<file path="src/rtl/sobel_pkg.sv">
// Shared widths, FSM state encoding and small arithmetic helpers for the Sobel edge filter.
package sobel_pkg;

  localparam int COLOR_SIZE = 8;
  localparam int GRAD_W     = 11;
  localparam int SUM_W      = 12;

  typedef enum logic [1:0] {
    ST_IDLE    = 2'd0,
    ST_FILL    = 2'd1,
    ST_PROCESS = 2'd2,
    ST_DONE    = 2'd3
  } state_t;

  // Zero-extends an unsigned pixel into the signed gradient width.
  function automatic logic signed [GRAD_W-1:0] widen(input logic [COLOR_SIZE-1:0] p);
    return $signed({{(GRAD_W-COLOR_SIZE){1'b0}}, p});
  endfunction

  // Absolute value of a gradient; the largest magnitude (1020) fits in GRAD_W bits.
  function automatic logic [GRAD_W-1:0] magnitude(input logic signed [GRAD_W-1:0] g);
    return g[GRAD_W-1] ? $unsigned(-g) : $unsigned(g);
  endfunction

  // Clamps the gradient sum to the largest displayable pixel value.
  function automatic logic [COLOR_SIZE-1:0] saturate(input logic [SUM_W-1:0] v);
    return (v > SUM_W'(255)) ? COLOR_SIZE'(255) : v[COLOR_SIZE-1:0];
  endfunction

endpackage

</file>
<file path="src/rtl/line_buffer.sv">
// One image row of pixel delay: a shift register that advances only when enabled.
module line_buffer #(
  parameter int COLOR_SIZE = sobel_pkg::COLOR_SIZE,
  parameter int DEPTH      = 8
) (
  input  logic                  clk,
  input  logic                  enable,
  input  logic [COLOR_SIZE-1:0] data_in,
  output logic [COLOR_SIZE-1:0] data_out
);

  logic [COLOR_SIZE-1:0] mem [DEPTH];

  // Shift one position per accepted pixel; contents are never cleared.
  always_ff @(posedge clk) begin
    if (enable) begin
      mem[0] <= data_in;
      for (int i = 1; i < DEPTH; i++) begin
        mem[i] <= mem[i-1];
      end
    end
  end

  assign data_out = mem[DEPTH-1];

endmodule

</file>
<file path="src/rtl/sobel_filter.sv">
// Streaming 3x3 Sobel edge filter: two line buffers feed a sliding window,
// |Gx|+|Gy| is saturated to 8 bits and presented through a valid/ready output register.
module sobel_filter
  import sobel_pkg::*;
#(
  parameter int IMG_WIDTH  = 8,
  parameter int IMG_HEIGHT = 8
) (
  input  logic                  clk_i,
  input  logic                  rst_i,
  input  logic                  Start_i,
  input  logic                  GrayValid_i,
  input  logic [COLOR_SIZE-1:0] GrayColor_i,
  output logic                  GrayReady_o,
  output logic                  EdgeValid_o,
  output logic [COLOR_SIZE-1:0] EdgeColor_o,
  input  logic                  EdgeReady_i,
  output logic                  Done_o
);

  localparam int COL_W = (IMG_WIDTH  > 1) ? $clog2(IMG_WIDTH)  : 1;
  localparam int ROW_W = (IMG_HEIGHT > 1) ? $clog2(IMG_HEIGHT) : 1;
  localparam logic [COL_W-1:0] COL_LAST = COL_W'(IMG_WIDTH - 1);
  localparam logic [ROW_W-1:0] ROW_LAST = ROW_W'(IMG_HEIGHT - 1);

  state_t state, next_state;

  logic [COL_W-1:0]      col;
  logic [ROW_W-1:0]      row;
  logic                  gray_ready;
  logic                  accept;
  logic                  emit;
  logic                  last_fill;
  logic                  last_frame;
  logic                  edge_valid;
  logic [COLOR_SIZE-1:0] edge_color;
  logic                  done;
  logic [COLOR_SIZE-1:0] prev_row;
  logic [COLOR_SIZE-1:0] prev2_row;
  logic [COLOR_SIZE-1:0] win      [3][3];
  logic [COLOR_SIZE-1:0] win_next [3][3];
  logic signed [GRAD_W-1:0] gx;
  logic signed [GRAD_W-1:0] gy;
  logic [SUM_W-1:0]         grad_sum;

  assign accept     = GrayValid_i && gray_ready;
  assign last_fill  = accept && (row == ROW_W'(1)) && (col == COL_LAST);
  assign last_frame = accept && (row == ROW_LAST) && (col == COL_LAST);
  assign emit       = accept && (row >= ROW_W'(2)) && (col >= COL_W'(2));

  line_buffer #(.COLOR_SIZE(COLOR_SIZE), .DEPTH(IMG_WIDTH)) u_line0 (
    .clk      (clk_i),
    .enable   (accept),
    .data_in  (GrayColor_i),
    .data_out (prev_row)
  );

  line_buffer #(.COLOR_SIZE(COLOR_SIZE), .DEPTH(IMG_WIDTH)) u_line1 (
    .clk      (clk_i),
    .enable   (accept),
    .data_in  (prev_row),
    .data_out (prev2_row)
  );

  // State register.
  always_ff @(posedge clk_i) begin
    if (!rst_i) state <= ST_IDLE;
    else        state <= next_state;
  end

  // Next-state logic; Start_i only matters while idle.
  always_comb begin
    next_state = state;
    unique case (state)
      ST_IDLE:    if (Start_i)     next_state = ST_FILL;
      ST_FILL:    if (last_fill)   next_state = ST_PROCESS;
      ST_PROCESS: if (last_frame)  next_state = ST_DONE;
      ST_DONE:    if (!edge_valid) next_state = ST_IDLE;
      default:                     next_state = ST_IDLE;
    endcase
  end

  // FSM outputs: pixel acceptance while streaming and the end-of-frame pulse.
  always_comb begin
    gray_ready = 1'b0;
    done       = 1'b0;
    unique case (state)
      ST_FILL, ST_PROCESS: gray_ready = !edge_valid || EdgeReady_i;
      ST_DONE:             done       = !edge_valid;
      default: ;
    endcase
  end

  // Raster position of the next pixel, restarted whenever a frame begins.
  always_ff @(posedge clk_i) begin
    if (!rst_i) begin
      col <= '0;
      row <= '0;
    end else if (state == ST_IDLE && Start_i) begin
      col <= '0;
      row <= '0;
    end else if (accept) begin
      if (col == COL_LAST) begin
        col <= '0;
        row <= (row == ROW_LAST) ? '0 : row + ROW_W'(1);
      end else begin
        col <= col + COL_W'(1);
      end
    end
  end

  // Window as it will look once the incoming pixel shifts in: rows top to bottom, newest column on the right.
  always_comb begin
    for (int r = 0; r < 3; r++) begin
      win_next[r][0] = win[r][1];
      win_next[r][1] = win[r][2];
    end
    win_next[0][2] = prev2_row;
    win_next[1][2] = prev_row;
    win_next[2][2] = GrayColor_i;
  end

  // Slide the window one column per accepted pixel.
  always_ff @(posedge clk_i) begin
    if (accept) begin
      for (int r = 0; r < 3; r++) begin
        for (int c = 0; c < 3; c++) begin
          win[r][c] <= win_next[r][c];
        end
      end
    end
  end

  // Sobel gradients on the post-shift window so the result registers in the accepting cycle.
  always_comb begin
    gx = (widen(win_next[0][2]) + (widen(win_next[1][2]) <<< 1) + widen(win_next[2][2]))
       - (widen(win_next[0][0]) + (widen(win_next[1][0]) <<< 1) + widen(win_next[2][0]));
    gy = (widen(win_next[2][0]) + (widen(win_next[2][1]) <<< 1) + widen(win_next[2][2]))
       - (widen(win_next[0][0]) + (widen(win_next[0][1]) <<< 1) + widen(win_next[0][2]));
    grad_sum = SUM_W'(magnitude(gx)) + SUM_W'(magnitude(gy));
  end

  // Output register: loads on every interior pixel, holds under backpressure, clears on handoff.
  always_ff @(posedge clk_i) begin
    if (!rst_i) begin
      edge_valid <= 1'b0;
      edge_color <= '0;
    end else if (emit) begin
      edge_valid <= 1'b1;
      edge_color <= saturate(grad_sum);
    end else if (edge_valid && EdgeReady_i) begin
      edge_valid <= 1'b0;
    end
  end

  assign GrayReady_o = gray_ready;
  assign EdgeValid_o = edge_valid;
  assign EdgeColor_o = edge_color;
  assign Done_o      = done;

endmodule
</file>
<file path="config.mk">
export PLATFORM = sky130hd
export DESIGN_NAME = sobel_filter
export DESIGN_NICKNAME = d
export VERILOG_FILES = /design/src/rtl/sobel_pkg.sv /design/src/rtl/line_buffer.sv /design/src/rtl/sobel_filter.sv
export SDC_FILE = /design/constraint.sdc
export NUM_CORES = 1
export LEC_CHECK = 0
export CAP_MARGIN = 40
export CELL_PAD_IN_SITES_DETAIL_PLACEMENT = 1
export CELL_PAD_IN_SITES_GLOBAL_PLACEMENT = 2
export CORE_ASPECT_RATIO = 1.75
export CORE_MARGIN = 8
export CORE_UTILIZATION = 25
export DETAILED_ROUTE_END_ITERATION = 16
export DONT_BUFFER_PORTS = 1
export PLACE_DENSITY = 0.59
export SLEW_MARGIN = 20
export SYNTH_ARGS = -nofsm -noshare
export SYNTH_HDL_FRONTEND = slang
export SYNTH_HIERARCHICAL = 1
export SYNTH_SLANG_ARGS = --single-unit
</file>
<file path="constraint.sdc">
create_clock -name clk_i -period 12.5 [get_ports clk_i]
set_clock_uncertainty 0.15 [all_clocks]
set_input_delay 1.875 -clock clk_i [delete_from_list [all_inputs] [get_ports clk_i]]
set_output_delay 1.875 -clock clk_i [all_outputs]
set_load 0.05 [all_outputs]
</file>
==> impl_metrics.ini, run 1 <==
[critical_path]
critPathKind = in2reg
required_ps = 12690
rrSetupSlack_ps = 6070
reg2regPathDepth = 22
worstSetupStartpointType = primary input
crit_arrival_ps = 7600
worstPathMaxFanout = 8
r2r-end = EdgeColor_o[5]$_SDFFE_PN0P_
critical_path.endpoint_type = register
rr_startpoint = u_line0/mem[1][27]$_DFFE_PP_

[drt]
first_pass_iters = 4
vias = 4759
totalWireLength_um = 18000
drc = 0
ant_nets = 0
wl_per_cell_um = 15.4
vias_per_cell = 4.08
dr.first_iter.drc_count = 212

[clock_tree]
cts.clk_slew.worst_paths_ps = 70
ctsResizeCount = 0
clkLatencyLatePin_ps = 440
cts_buffer_depth = 2
numCtsBuffers = 17
cts_tree = done
htree_num_levels = 4
post_cts_buffers = 0
clkSinkCount = 193
hold_buffers = 0
cts-root-buf = clkbuf_16

[placed_design]
place_hpwl_um = 13500
port-buffer-count = 0
gp_congestion = 0.719

[worst_hold_path]
hp-start = u_line0/mem[0][8]$_DFFE_PP_
hp-class = reg2reg
whs_endpoint = u_line0/mem[0][16]$_DFFE_PP_
holdPathStages = 0

[synthesis]
syn_inst = 667
yosys.area.top_type_share_pct = 55.7
ys_seq_elements = 193
synth.distinct_cells = 51
seq_area_frac_synth_pct = 59.2
synth_edf_count = 176
synth_ff_type = edfxtp_1
synth_area_mm2 = 0.00950
avgSynthCellArea_um2 = 14.2
syn-num-nets = 791
synthTopCellsByArea = edfxtp_1 56%, fa_1 13%, ha_1 6.3%, inv_1 5.3%, dfxtp_1 3.6%
async_flop_share_pct = 0
yosysTopAreaCell = edfxtp_1
yosysWarnings = 6

[sta]
period_minus_slack_ps = 7410
relSlewSlack_pct = 58.8
rsz0062_at_grt = no
drv_slew = 0
hold_viol_final = 0
period_share_pct = 59.3
tightestPinTransition_ps = 617
setup_violations = 0
setup_tns_ps = 0
fmax_mhz = 135

[layout]
final_common_cell = edfxtp_1
layout_common_cells = 176 x edfxtp_1, 134 x inv_1, 63 x fa_1
multi_input_area_mm2 = 0.00324
seqCellArea_mm2 = 0.00563
antenna_cells = 0
drive_gt1_share_pct = 7.29
fin_nets = 797
fill_cells = 3937
area_growth_pct = 11.8

[floorplan]
initial_utilization_pct = 25.3
row_count = 94
die-height_um = 274
dieArea_mm2 = 0.0447
coreArea_mm2 = 0.0375
fp.dieW_um = 163
num_io_pins = 24

[run]
drv_cap = 0

[grt]
grt_first_pass_wirelength_um = 28900
grt_max_degree = 98
track_usage_pct = 8.69
antenna_found_initial = 0
grt-ovfl-total = 0
grt_pass1_vias = 5170

[outcome]
outcome = finished clean
==> area by class of cell <==
| type | count | share of cell area (%) |
|---|---|---|
| flip-flops and latches | 193 | 53.0 |
| clock buffers | 18 | 4.04 |
| clock inverters | 14 | 1.41 |
| repair buffers | 4 | 0.589 |
| inverters | 136 | 4.85 |
| well taps | 480 | 5.66 |
| multi-input cells | 321 | 30.5 |
==> flip-flops by register name, summed over array words and instances (netlist names) <==
signal	cells
col	3
u_line0/mem	64
EdgeValid_o	1
row	3
state	2
win	48
EdgeColor_o	8
u_line1/mem	64
==> cell usage after synthesis, drive strengths merged (4+ instances only) <==
| library cell | instances |
|---|---|
| o21a | 7 |
| nor2 | 25 |
| edfxtp | 176 |
| o221a | 8 |
| nor3 | 6 |
| o21ai | 15 |
| ha | 48 |
| a21oi | 28 |
| inv | 136 |
| nand3 | 7 |
| xnor2 | 22 |
| dfxtp | 17 |
| o21bai | 4 |
| fa | 63 |
| xor2 | 9 |
| nand2b | 4 |
| nand2 | 23 |
| o31a | 4 |
| nor2b | 7 |
| buf | 16 |
| or3 | 5 |
| a21o | 7 |
==> cells by family (layout without fill, tap and decap cells) <==
group	Yosys count	after routing	synth area share, %
AO/OA/AOI/OAI	90	90	6.52
XOR/XNOR	31	31	2.86
adder cells (fa/ha/maj)	111	111	19.6
buffers and inverters	153	172	6.68
flip-flops	193	193	59.2
multiplexers	2	2	0.211
AND/OR/NAND/NOR	87	87	4.88
==> per-layer routing <==
metal | global-route usage [%] | vias up | part of all wire, %
met5 | 0 | - | 0
met4 | 3.93 | 0 | 2.0
met3 | 2.21 | 16 | 3.1
met2 | 16.1 | 35 | 57
met1 | 8.93 | 2438 | 38
li1 | - | 2270 | -
==> critical path, cell delays in order <==
cell and delay (ps):
inv_1 60, fa_1 550, inv_1 50, fa_1 470
inv_1 50, fa_1 570, inv_1 50, ha_1 390
a21oi_1 200, o211ai_1 120, a31oi_1 290, o21bai_1 120
a21oi_1 480, o21ai_0 270, fa_1 520, a211oi_1 260
nor2_1 90, o21ai_1 240, a221oi_1 150, mux2i_1 210
nand4_2 250, o221a_1 300
==> per-stage QoR <==
stage	instances	instance area (um2)	hold slack (ps)	util [%]	worst slack, ps
floorplan	667	9500	250	-	5170
global placement	1131	9980	252	26.6	4580
detailed placement	1133	10000	256	26.7	4450
CTS	1165	10600	262	28.2	4970
global route	1166	10600	272	28.3	4640
finish	1166	10600	266	28.3	5090
==> worst max path at each step <==
stage / from / endpoint / slack (ps) / depth (start not counted)
global route: GrayColor_i[4] / EdgeColor_o[0]$_SDFFE_PN0P_ / 4640 / 22
CTS: GrayColor_i[4] / EdgeColor_o[5]$_SDFFE_PN0P_ / 4970 / 22
floorplan: EdgeReady_i / state[0]$_SDFFE_PN0P_ / 5170 / 7
finish: GrayColor_i[4] / EdgeColor_o[5]$_SDFFE_PN0P_ / 5090 / 22
global placement: GrayColor_i[4] / EdgeColor_o[1]$_SDFFE_PN0P_ / 4580 / 22
detailed placement: GrayColor_i[4] / EdgeColor_o[1]$_SDFFE_PN0P_ / 4450 / 22
Power of run 1 is not shown: default switching activity piles up to over one toggle a cycle in this logic, so the estimate is an artifact.
==> run 2: changes to the inputs <==
==> constraint.sdc (replaced) <==
create_clock -name clk_i -period 7.7 [get_ports clk_i]
set_clock_uncertainty 0.15 [all_clocks]
set_input_delay 1.155 -clock clk_i [delete_from_list [all_inputs] [get_ports clk_i]]
set_output_delay 1.155 -clock clk_i [all_outputs]
set_load 0.05 [all_outputs]
==> run 2 against run 1 <==
  * Register-to-register slack got worse by 4900 ps
  * Sequential cell count is the same
  * Critical path type unchanged
  * Setup slack lost 4200 ps
  * Sequential share of layout area did not move
==> impl_metrics.ini, run 2 (synthesized netlist as in run 1, its figures left out) <==
[outcome]
outcome = finished clean

[floorplan]
num_io_pins = 24
die-height_um = 274
dieArea_mm2 = 0.0447
initial_utilization_pct = 25.3
coreArea_mm2 = 0.0375
fp.dieW_um = 163
row_count = 94

[sta]
hold_viol_final = 0
rsz0062_at_grt = no
relSlewSlack_pct = 57.7
period_minus_slack_ps = 6800
tightestPinTransition_ps = 633
period_share_pct = 88.4
drv_slew = 0
setup_tns_ps = 0
fmax_mhz = 147
setup_violations = 0

[clock_tree]
post_cts_buffers = 0
cts.clk_slew.worst_paths_ps = 80
ctsResizeCount = 0
clkLatencyLatePin_ps = 440
hold_buffers = 0
cts_buffer_depth = 2
numCtsBuffers = 17
cts_tree = done
htree_num_levels = 4
cts-root-buf = clkbuf_16
clkSinkCount = 193

[critical_path]
critPathBufInv = 4
max_stage_delay_ps = 570
worstSetupStartpointType = primary input
critical_path.endpoint_type = register
rr_startpoint = u_line0/mem[1][27]$_DFFE_PP_
critPathKind = in2reg
crit_family = compound AO/OA/AOI/OAI gates
required_ps = 7880
crit_chain = inv_1, fa_1, inv_1, fa_1, inv_1, fa_1, inv_1, ha_1, a21oi_1, o211ai_1, a31oi_1, o21bai_1, a21oi_1, o21ai_0, fa_1, a211oi_1, nor2_1, o21ai_1, a221oi_1, mux2i_1, nand4_2, o221a_1
reg2regPathDepth = 22
crit_cells = 22
slowest_stage = fa_1
r2r-end = EdgeColor_o[1]$_SDFFE_PN0P_
worstPathMaxFanout = 8
crit_arrival_ps = 6990
rrSetupSlack_ps = 1220

[grt]
grt_max_degree = 98
antenna_found_initial = 0
grt-ovfl-total = 0
track_usage_pct = 8.70
grt_pass1_vias = 5231
grt_first_pass_wirelength_um = 29000

[layout]
top_regs = u_line0/mem x64, u_line1/mem x64, win x48
antenna_cells = 0
drive_gt1_share_pct = 7.42
fin_nets = 798
area_growth_pct = 11.8
final_common_cell = edfxtp_1
layout_common_cells = 176 x edfxtp_1, 134 x inv_1, 63 x fa_1

[drt]
drc = 0
ant_nets = 0
dr.first_iter.drc_count = 202
first_pass_iters = 4
vias = 4764
wl_per_cell_um = 15.6
totalWireLength_um = 18200
vias_per_cell = 4.08

[worst_hold_path]
holdPathStages = 0
hp-start = u_line1/mem[1][7]$_DFFE_PP_
hp-class = reg2reg
whs_endpoint = u_line1/mem[1][15]$_DFFE_PP_

[placed_design]
port-buffer-count = 0
place_hpwl_um = 13700
gp_congestion = 0.719

[run]
drv_cap = 0
[run 2: area by class of cell]
| class | instances | area, um2 |
|---|---|---|
| timing repair buffer | 5 | 70.1 |
| fill | 3959 | 26900 |
| tap | 480 | 601 |
| clock buffer | 17 | 425 |
| clock inverter | 15 | 146 |
| inverter | 136 | 515 |
| sequential | 193 | 5630 |
| multi-input combinational | 321 | 3240 |
[run 2: per-stage QoR]
step           setup slack, ps  hold slack, ps  instances  utilization (%)  area (um2)
6_report                   895             265       1167             28.3       10600
5_1_grt                    533             266       1167             28.3       10600
4_1_cts                    828             265       1166             28.2       10600
3_5_place_dp               326             255       1134             26.7       10000
3_3_place_gp               358             250       1132             26.6        9990
2_1_floorplan             1090             250        667                -        9500
[run 2: how the worst max path moves through the flow]
stage,from,endpoint,slack (ps)
global placement,GrayColor_i[4],EdgeColor_o[0]$_SDFFE_PN0P_,360
detailed placement,GrayColor_i[4],EdgeColor_o[4]$_SDFFE_PN0P_,330
CTS,GrayColor_i[4],EdgeColor_o[4]$_SDFFE_PN0P_,830
global route,GrayColor_i[4],EdgeColor_o[0]$_SDFFE_PN0P_,530
finish,GrayColor_i[4],EdgeColor_o[1]$_SDFFE_PN0P_,900
floorplan,EdgeReady_i,state[0]$_SDFFE_PN0P_,1090
[run 2: routing by layer]
layer	wire, um	global-route usage (%)
met4	389	3.88
met3	413	1.79
met1	7000	9.03
met2	10400	16.3
met5	0	0
Power of run 2 is left out for the same reason.
